--- config.mk ---
export PLATFORM = sky130hd
export DESIGN_NAME = reg_transfer_ctrl
export DESIGN_NICKNAME = d
export VERILOG_FILES = /design/src/rtl/reg_transfer_ctrl.sv
export SDC_FILE = /design/constraint.sdc
export NUM_CORES = 1
export LEC_CHECK = 0
export BUFFER_PORTS_ARGS = -buffer_cell sky130_fd_sc_hd__buf_4
export CAP_MARGIN = 20
export CORE_MARGIN = 2
export CORE_UTILIZATION = 30
export CTS_CLUSTER_DIAMETER = 150
export DETAILED_ROUTE_END_ITERATION = 12
export PLACE_DENSITY = 0.6
export SYNTH_ARGS = -nofsm -noshare
export SYNTH_HDL_FRONTEND = slang
export SYNTH_SLANG_ARGS = --single-unit
export TNS_END_PERCENT = 100
--- constraint.sdc ---
create_clock -name clk -period 7.3 [get_ports clk]
set_clock_uncertainty 0.05 [all_clocks]
set_input_delay 0 -clock clk [delete_from_list [all_inputs] [get_ports clk]]
set_output_delay 0 -clock clk [all_outputs]
set_load 0.01 [all_outputs]
--- src/rtl/reg_transfer_ctrl.sv ---
// Register-transfer initiator: accepts MOV/LDI/INC/DEC commands, drives the shared
// write bus and strobes one destination load select.
module reg_transfer_ctrl #(
    parameter int NUM_REGS = 4,
    parameter int SEL_W    = 2
) (
    input  logic                  clk,
    input  logic                  rst,
    input  logic                  cmd_valid,
    output logic                  cmd_ready,
    input  logic [1:0]            cmd_op,
    input  logic [SEL_W-1:0]      cmd_src,
    input  logic [SEL_W-1:0]      cmd_dst,
    input  logic [7:0]            cmd_imm,
    input  logic [NUM_REGS*8-1:0] reg_data,
    output logic [7:0]            bus_data,
    output logic [NUM_REGS-1:0]   reg_sel,
    output logic                  done,
    output logic                  err
);

    typedef enum logic [1:0] {IDLE, FETCH, WRITE, DONE} state_t;

    localparam logic [1:0]     OP_MOV = 2'b00;
    localparam logic [1:0]     OP_LDI = 2'b01;
    localparam logic [1:0]     OP_INC = 2'b10;
    localparam logic [1:0]     OP_DEC = 2'b11;
    localparam logic [SEL_W:0] NREGS  = (SEL_W+1)'(NUM_REGS);

    state_t                state_q, state_d;
    logic [1:0]            op_q;
    logic [SEL_W-1:0]      src_q, dst_q;
    logic [7:0]            imm_q;
    logic [7:0]            tmp_q, tmp_d;
    logic                  errFlag_q, errFlag_d;
    logic [NUM_REGS-1:0]   selOut_q, selOut_d;
    logic                  doneOut_q, doneOut_d;
    logic                  errOut_q, errOut_d;
    logic                  ready_q, ready_d;
    logic [7:0]            srcVal;
    logic [NUM_REGS-1:0]   dstOneHot;
    logic                  illegal;
    logic                  accept;

    always_comb begin
        srcVal    = 8'h00;
        dstOneHot = '0;
        for (int i = 0; i < NUM_REGS; i++) begin
            if (src_q == SEL_W'(i)) srcVal = reg_data[i*8 +: 8];
            if (dst_q == SEL_W'(i)) dstOneHot[i] = 1'b1;
        end
    end

    assign illegal = ({1'b0, dst_q} >= NREGS) ||
                     ((op_q != OP_LDI) && ({1'b0, src_q} >= NREGS));
    assign accept  = cmd_valid && ready_q && (state_q == IDLE);

    always_comb begin
        state_d   = state_q;
        tmp_d     = tmp_q;
        errFlag_d = errFlag_q;
        unique case (state_q)
            IDLE: if (accept) state_d = FETCH;
            FETCH: begin
                if (illegal) begin
                    errFlag_d = 1'b1;
                    state_d   = DONE;
                end else begin
                    unique case (op_q)
                        OP_MOV: tmp_d = srcVal;
                        OP_LDI: tmp_d = imm_q;
                        OP_INC: tmp_d = srcVal + 8'h01;
                        OP_DEC: tmp_d = srcVal - 8'h01;
                    endcase
                    state_d = WRITE;
                end
            end
            WRITE: state_d = DONE;
            DONE: begin
                errFlag_d = 1'b0;
                state_d   = IDLE;
            end
        endcase
    end

    // Outputs are registered one cycle behind the state they decode, so the
    // strobe/done/ready timing trails the FSM by exactly one clock.
    always_comb begin
        selOut_d  = (state_q == WRITE) ? dstOneHot : '0;
        doneOut_d = (state_q == DONE);
        errOut_d  = (state_q == DONE) && errFlag_q;
        ready_d   = (state_q == IDLE) && !accept;
    end

    always_ff @(posedge clk) begin
        if (rst) begin
            state_q   <= IDLE;
            op_q      <= OP_MOV;
            src_q     <= '0;
            dst_q     <= '0;
            imm_q     <= 8'h00;
            tmp_q     <= 8'h00;
            errFlag_q <= 1'b0;
            selOut_q  <= '0;
            doneOut_q <= 1'b0;
            errOut_q  <= 1'b0;
            ready_q   <= 1'b1;
        end else begin
            state_q   <= state_d;
            tmp_q     <= tmp_d;
            errFlag_q <= errFlag_d;
            selOut_q  <= selOut_d;
            doneOut_q <= doneOut_d;
            errOut_q  <= errOut_d;
            ready_q   <= ready_d;
            if (accept) begin
                op_q  <= cmd_op;
                src_q <= cmd_src;
                dst_q <= cmd_dst;
                imm_q <= cmd_imm;
            end
        end
    end

    assign cmd_ready = ready_q;
    assign bus_data  = tmp_q;
    assign reg_sel   = selOut_q;
    assign done      = doneOut_q;
    assign err       = errOut_q;

endmodule

# Word level (Yosys, flattened, before mapping)
# Index checks and enable logic that the tools add are counted.
[op_classes]
addsub = 2
eq_ne = 13
muxes = 11
bitwise = 1
reduce_logical = 9
[ops]
columns = ["cell", "n"]
rows = [
  ["2-to-1 mux 8 bit", 4],
  ["one-hot mux 8 bit (4 select lines)", 1],
  ["== test 2 bit, second input constant", 8],
  ["adder 8 x 1 -> 8 bit, second input constant", 1],
  ["== test 2 x 1 -> 1 bit, second input constant", 4],
  ["zero test 2 bit", 4],
  ["one-hot mux 2 bit (4 select lines)", 1],
  ["subtractor 8 x 1 -> 8 bit, second input constant", 1],
  ["2-to-1 mux 1 bit", 4],
  ["logical AND 1 bit", 3],
  ["2-to-1 mux 2 bit", 1],
  ["!= test 2 bit, second input constant", 1],
  ["OR reduction 2 bit", 1],
  ["zero test 1 bit", 1],
  ["inverter 1 bit", 1],
]
[word_totals]
ff_bits = 30
input_bits = 49
output_inout_bits = 15
elab_cells = 45

# Depth between registers and ports, before layout
# Gate-level depths: netlist of run 1.
[depth]
ltp_word = 7
mapped_depth = 10
ltp_nobuf = 9

# Worst setup path before layout of run 1
# No wires, ideal clock.
[synth_path]
kind = "reg-to-reg"
start = "register src_q[0]"
end = "register tmp_q[7], in the netlist bus_data[7]"
setup_time_ps = 119
arrival_ps = 2452
required_ps = 7131
slack_ps = 4679
path_stages_with_launch = 9
path_buffers = 1
period_less_slack_ps = 2621
path_cell_list = "dfxtp_1 buf_6 mux4_1 ha_1 a21o_1 or3b_2 o21ai_1 nor3b_1 nor3_1"
[synth_between]
elab_chain_cells = 7
elab_cells_between_ends = 11
classes_between = "add/sub (2); eq/ne (3); mux (5); reduce/logical (1)"
[synth_rtl]
columns = ["item", "line", "text"]
rows = [
  ["start, declared", "32", "logic [SEL_W-1:0] src_q, dst_q;"],
  ["start signal, assigned", "118", "src_q <= cmd_src;"],
  ["zero test 2 bit", "49", "if (src_q == SEL_W'(i)) srcVal = reg_data[i*8 +: 8];"],
  ["2-to-1 mux 8 bit (3 in series)", "49", ""],
  ["2-to-1 mux 8 bit (*)", "49", ""],
  ["subtractor 8 x 1 -> 8 bit or adder 8 x 1 -> 8 bit (tied branches)", "73, 72", ""],
  ["one-hot mux 8 bit (4 select lines) (*)", "69", "unique case (op_q)"],
  ["end signal, assigned", "110", "tmp_q <= tmp_d;"],
  ["end, declared", "34", "logic [7:0] tmp_q, tmp_d;"],
]
# Every way passes the cells marked *; elsewhere a longest branch is shown, timed or not.
# A chain may end at the register's enable or synchronous reset.

# Final worst setup path of run 1
# Same ends and word-level chain as after synthesis.

==> metrics.txt, run 1 <==
status=completed; CTS Buffer Depth=2; cell count of the worst reg-to-reg path=7; Cells after Synth=217; die area=6890 sq um; antenna cells=0; Post-synth top cells=nand2_1, a21oi_1, dfxtp_1, ha_1, nor2_1; maximum vdd drop=0.000139 V; Ys Warns=0; main combinational cell family by area after synthesis=simple AND/OR/NAND/NOR gates; CTS H-Tree Depth=2; fin worst setup slack=4350 ps; CTS root buf=clkbuf_8; switching share of total power=0.370; post-synth top area cell=dfxtp_1; Area Growth Syn to Fin=38.3%; Crit path required time=7420 ps; Max Clk Rate=0.339 GHz; die span in y=83.0 microns; fin crit share=0.404; initial antenna violation count=0; grt ovf=0; DRT iter0 DRCs=137; register-to-register setup slack=4350 ps; most numerous cell in the Yosys netlist=nand2_1; Hold Path Origin=cmd_valid; Post-Syn Nets=280; switching pwr=0.000244 W; syn_area_per_cell=8.63 sq um; CP Class=flop to flop; vias per cell=4.81; Rel. slew slack=0.554; Reg2Reg Capture Point=bus_data[7]$_SDFFE_PP0N_; CTS Sinks=30; clock latency on the worst-skew pair=280 ps; critical path startpoint category=flop; Final min period=2950 ps; largest net degree at the start of global routing=31; RSZ-0062 raised after global routing=false; mux share of post-synthesis cell area=0.143; Gate power share=0.421; clock slew seen by the registers of the worst setup and hold paths=60 ps; post-synthesis adder-cell area fraction=0.0976; leakage power=1.14 nW; PwrDens=255 nW/um^2; DP HPWL=3.71 mm; Internal Power=0.000416 W; number of port buffers=62; post-synth cell types=42; GP Congestion=0.945; GRT Util Overall=0.141; Max Fanout on Critical Path=12; Area contributors post-synth=dfxtp_1, ha_1, a21oi_1, nand2_1, mux4_1; Boundary Pins=64; sequential element share of the synthesized area=0.321; die width=83.0 microns; share of layout cells above drive strength 1=0.265; site row count=28; Compound-Gate Fraction of Synth Area=0.169; ys async rst share=0; first-pass GRT wire length=8.14 mm; via count=1742; Hold Path Depth=4; GRT met2 Usage=0.243; Reg2Reg Launch Point=src_q[0]$_SDFFE_PP0P_; share of power burned in registers=0.372; post-synthesis cell area=1870 sq um; Post-CTS Resized=0; Layout Nets=349; crit path DAT=3070 ps; drt pass-1 iters=4; Starting Density=0.312; Hold Fails Final Rpt=0; TritonCTS clock tree=built; post-route setup TNS=0 ps; post-route cell area=2590 sq um; Max Cap Viol=0; XOR/XNOR Fraction of Synth Area=0.00936; Post-Synth Simple-Gate Area=0.205; Synth top area share=0.321; clock power share=0.207; number of global-route vias before repair=1788; Routed wire per std cell=13.2 microns; pre-CTS setup slack=4360 ps; Post-route DRC=0; busiest layer in global routing=met2; M3 GR Usage=0.0338; final WL=4.79 mm; Post-DP Area=2360 sq um; main flop type after synthesis=dfxtp_1; Core Region=5990 sq um; Post-DRT Antenna Nets=0; Hold/Removal Path Class=primary input to flop; flops & latches, synth=30; Setup Viol. Count Final=0; met1 usage=0.176; Slew Limit Fails=0; Hold EP=state_q[1]$_SDFFE_PP0N_; Slew @ Worst Pin=668 ps; Post-synth EDFFs=0; clock buffer count from CTS=5; CP endpoint kind=flop
-- per-layer routing --
layer | part of all wire | vias up
li1 | - | 901
met1 | 0.45 | 792
met3 | 0.047 | 6
met2 | 0.50 | 43
met5 | 0 | -
met4 | 0.010 | 0
-- power groups by stage --
stage | logic [W] | registers, W | clock network, W
6_report | 0.000278 | 0.000245 | 0.000137
5_1_grt | 0.000313 | 0.000253 | 0.000147
3_5_place_dp | 0.000273 | 0.000250 | 0
2_1_floorplan | 0.000199 | 0.000235 | 0
3_3_place_gp | 0.000272 | 0.000249 | 0
4_1_cts | 0.000280 | 0.000246 | 0.000140
-- registers in the layout (all words and copies together), names as in the netlist --
name	flops
bus_data	8
cmd_ready	1
src_q	2
dst_q	2
op_q	2
reg_sel	4
state_q	2
done	1
imm_q	8
-- layout make-up --
cell class | count | area, sq um
Timing Repair Buffer | 76 | 606
Sequential cell | 30 | 601
Clock inverter | 1 | 5.00
Clock buffer | 7 | 86.3
Fill cell | 594 | 3400
Multi-Input combinational cell | 166 | 1170
Inverter | 7 | 26.3
Tap cell | 75 | 93.8
-- cell families after synthesis --
kind of cell             after synthesis
multiplexers                          16
other                                  1
flip-flops                            30
XOR/XNOR                               2
AO/OA/AOI/OAI                         52
adder cells (fa/ha/maj)               14
buffers and inverters                 21
AND/OR/NAND/NOR                       81
-- per-stage QoR --
step,utilization,hold WS (ps),std cells,total power (W)
after floorplan,-,86.0,217,0.000434
after global placement,0.393,203,340,0.000520
after detailed placement,0.393,206,340,0.000523
after CTS,0.432,15.0,362,0.000667
after global routing,0.432,54.7,362,0.000713
final,0.432,20.3,362,0.000660
-- worst max-delay path, cell delays in order, from the launching register on --
cell	delay, ps
dfxtp_1	660
mux4_1	690
ha_1	330
a21o_1	200
or3b_2	440
o21ai_1	200
nor3b_1	210
nor3_1	60
-- how the worst max path moves through the flow --
stage,start,endpoint,cells past startpoint
after CTS,src_q[0]$_SDFFE_PP0P_,bus_data[7]$_SDFFE_PP0N_,7
after detailed placement,src_q[0]$_SDFFE_PP0P_,bus_data[7]$_SDFFE_PP0N_,7
after global routing,op_q[1]$_SDFFE_PP0P_,bus_data[7]$_SDFFE_PP0N_,8
final,src_q[0]$_SDFFE_PP0P_,bus_data[7]$_SDFFE_PP0N_,7
after floorplan,src_q[0]$_SDFFE_PP0P_,bus_data[7]$_SDFFE_PP0N_,8
after global placement,src_q[0]$_SDFFE_PP0P_,bus_data[7]$_SDFFE_PP0N_,7
-- what timing repair did --
item,in CTS,in global routing
hold buffers,14,0
setup buffers,0,0
hold endpoints to repair,14,0
-- placed cells by master (no fill, tap or decap), types with 2 or more instances in the layout --
cell type,n
buf_4,62
nand2_1,39
a21oi_1,30
dfxtp_1,30
dlygate4sd3_1,14
ha_1,13
nor2_1,11
mux2i_1,8
inv_1,7
o21ai_0,6
clkbuf_8,6
nand3_1,5
nor3_1,5
mux4_1,4
nor2b_1,4
mux4_2,3
and3_1,3
nand2b_1,3
o21a_1,3
o211ai_1,3
o21ai_1,2
and3b_1,2
nor3b_1,2
a311oi_1,2
or3_1,2
Power figures use the tool's default switching activity.
==> run 2: changes to the inputs <==
PLACE_DENSITY = 0.62   (was 0.6)
clock period = 2.6 ns   (was 7.3 ns; I/O delays follow)
==> metrics.txt, run 2 (same netlist as run 1, synthesis figures left out) <==
status=completed; Slew @ Worst Pin=534 ps; largest net degree at the start of global routing=31; die width=83.0 microns; TritonCTS clock tree=built; commonest cells after routing, fill and taps aside=buf_4, nand2_1, a21oi_1; clock slew seen by the registers of the worst setup and hold paths=60 ps; Crit path required time=2700 ps; initial antenna violation count=0; Hold EP=state_q[0]$_SDFFE_PP0N_; Post CTS Setup Buffer Count=0; final WL=4.79 mm; Tot Pwr=0.00188 W; DRT iter0 DRCs=82; clock power share=0.180; site row count=28; Hold Path Origin=cmd_valid; Post-route DRC=0; CP endpoint kind=flop; cell count of the worst reg-to-reg path=8; number of global-route vias before repair=1724; number of port buffers=62; register-to-register setup slack=90 ps; CTS Sinks=30; switching pwr=0.000703 W; switching share of total power=0.373; GRT Util Overall=0.139; busiest layer in global routing=met2; Core Region=5990 sq um; share of power burned in registers=0.345; Fill cells=590; drt pass-1 iters=4; crit path DAT=2610 ps; Slew Limit Fails=0; Routed wire per std cell=13.0 microns; maximum vdd drop=0.000305 V; leakage power=1.17 nW; worst hold slack=44.3 ps; CTS H-Tree Depth=2; critical path startpoint category=flop; Hold/Removal Path Class=primary input to flop; CP Class=flop to flop; Setup Viol. Count Final=0; vias per cell=4.85; Starting Density=0.312; Rel. slew slack=0.643; GRT met2 Usage=0.240; die span in y=83.0 microns; grt ovf=0; post-route setup TNS=0 ps; Post-DRT Antenna Nets=0; share of layout cells above drive strength 1=0.320; Boundary Pins=64; Hold Fails Final Rpt=0; Internal Power=0.00118 W; Multi-input gate area=1210 sq um; CTS root buf=clkbuf_8; met1 usage=0.171; fin crit share=0.965; most common cell after layout, fill and taps aside=buf_4; Reg2Reg Capture Point=bus_data[4]$_SDFFE_PP0N_; Layout Nets=357; GP Congestion=0.839; storage element area=603 sq um; first-pass GRT wire length=7.86 mm; Max Clk Rate=0.399 GHz; PwrDens=701 nW/um^2; M3 GR Usage=0.0417; CTS Buffer Depth=2; clock latency on the worst-skew pair=270 ps; via count=1789; Hold Path Depth=4; Gate power share=0.475; antenna cells=0; RSZ-0062 raised after global routing=true; Max Cap Viol=0; Final min period=2510 ps; DP HPWL=3.60 mm; clock buffer count from CTS=5; die area=6890 sq um; Max Fanout on Critical Path=12; Reg2Reg Launch Point=src_q[0]$_SDFFE_PP0P_; Area Growth Syn to Fin=43.6%
[run 2: cell count changes in the layout (fill, tap and decap cells not counted), sizes merged]
cell and change:
buf +8, clkbuf -2, clkinv +1
[run 2: power groups by stage]
stage               Combinational, W  Clock, W  Sequential, W
CTS                         0.000881  0.000349       0.000650
detailed placement          0.000859         0       0.000660
floorplan                   0.000560         0       0.000659
global placement            0.000847         0       0.000658
finish                      0.000895  0.000340       0.000650
global route                 0.00100  0.000377       0.000665
[run 2: critical path: stages, from the launching register on]
cell      delay (ps)
dfxtp_2          340
buf_12           140
mux4_2           560
ha_1             320
nor2b_1          140
o21a_1           180
or3_1            320
a311oi_2         260
nor3_1            60
[run 2: cell type report]
type                    instances  share of cell area
clock inverters                 2             0.00372
clock buffers                   5              0.0256
repair buffers                 84               0.252
multi-input cells             166               0.449
flip-flops and latches         30               0.224
inverters                       7             0.00978
well taps                      75              0.0349
[run 2: worst max-delay path by stage]
stage	startpoint	to	depth (start not counted)	slack [ps]
2_1_floorplan	src_q[0]$_SDFFE_PP0P_	bus_data[7]$_SDFFE_PP0N_	8	40
3_3_place_gp	src_q[0]$_SDFFE_PP0P_	bus_data[7]$_SDFFE_PP0N_	8	6
3_5_place_dp	src_q[0]$_SDFFE_PP0P_	bus_data[7]$_SDFFE_PP0N_	8	-50
4_1_cts	src_q[0]$_SDFFE_PP0P_	bus_data[7]$_SDFFE_PP0N_	8	30
5_1_grt	src_q[0]$_SDFFE_PP0P_	bus_data[7]$_SDFFE_PP0N_	8	-10
6_report	src_q[0]$_SDFFE_PP0P_	bus_data[4]$_SDFFE_PP0N_	8	90
[run 2: per-layer routing]
layer	part of all wire	vias up
met3	0.052	2
met5	0	-
met4	0.0029	0
li1	-	916
met2	0.51	44
met1	0.44	827
[run 2: per-stage QoR]
step	instances	utilization	worst slack [ps]	cell area, sq um
2_1_floorplan	217	-	41.9	1870
3_3_place_gp	348	0.405	5.55	2430
3_5_place_dp	348	0.405	-51.8	2430
4_1_cts	369	0.444	34.2	2660
5_1_grt	369	0.449	-12.2	2690
6_report	369	0.449	91.7	2690
[run 2: timing repair]
| action | CTS | global route |
|---|---|---|
| hold endpoints to repair | 14 | 0 |
| setup endpoints to repair | 1 | 4 |
| gates resized for setup | 3 | 7 |
| pin swaps | 0 | 2 |
| gates cloned | 0 | 0 |
| hold buffers | 14 | 0 |
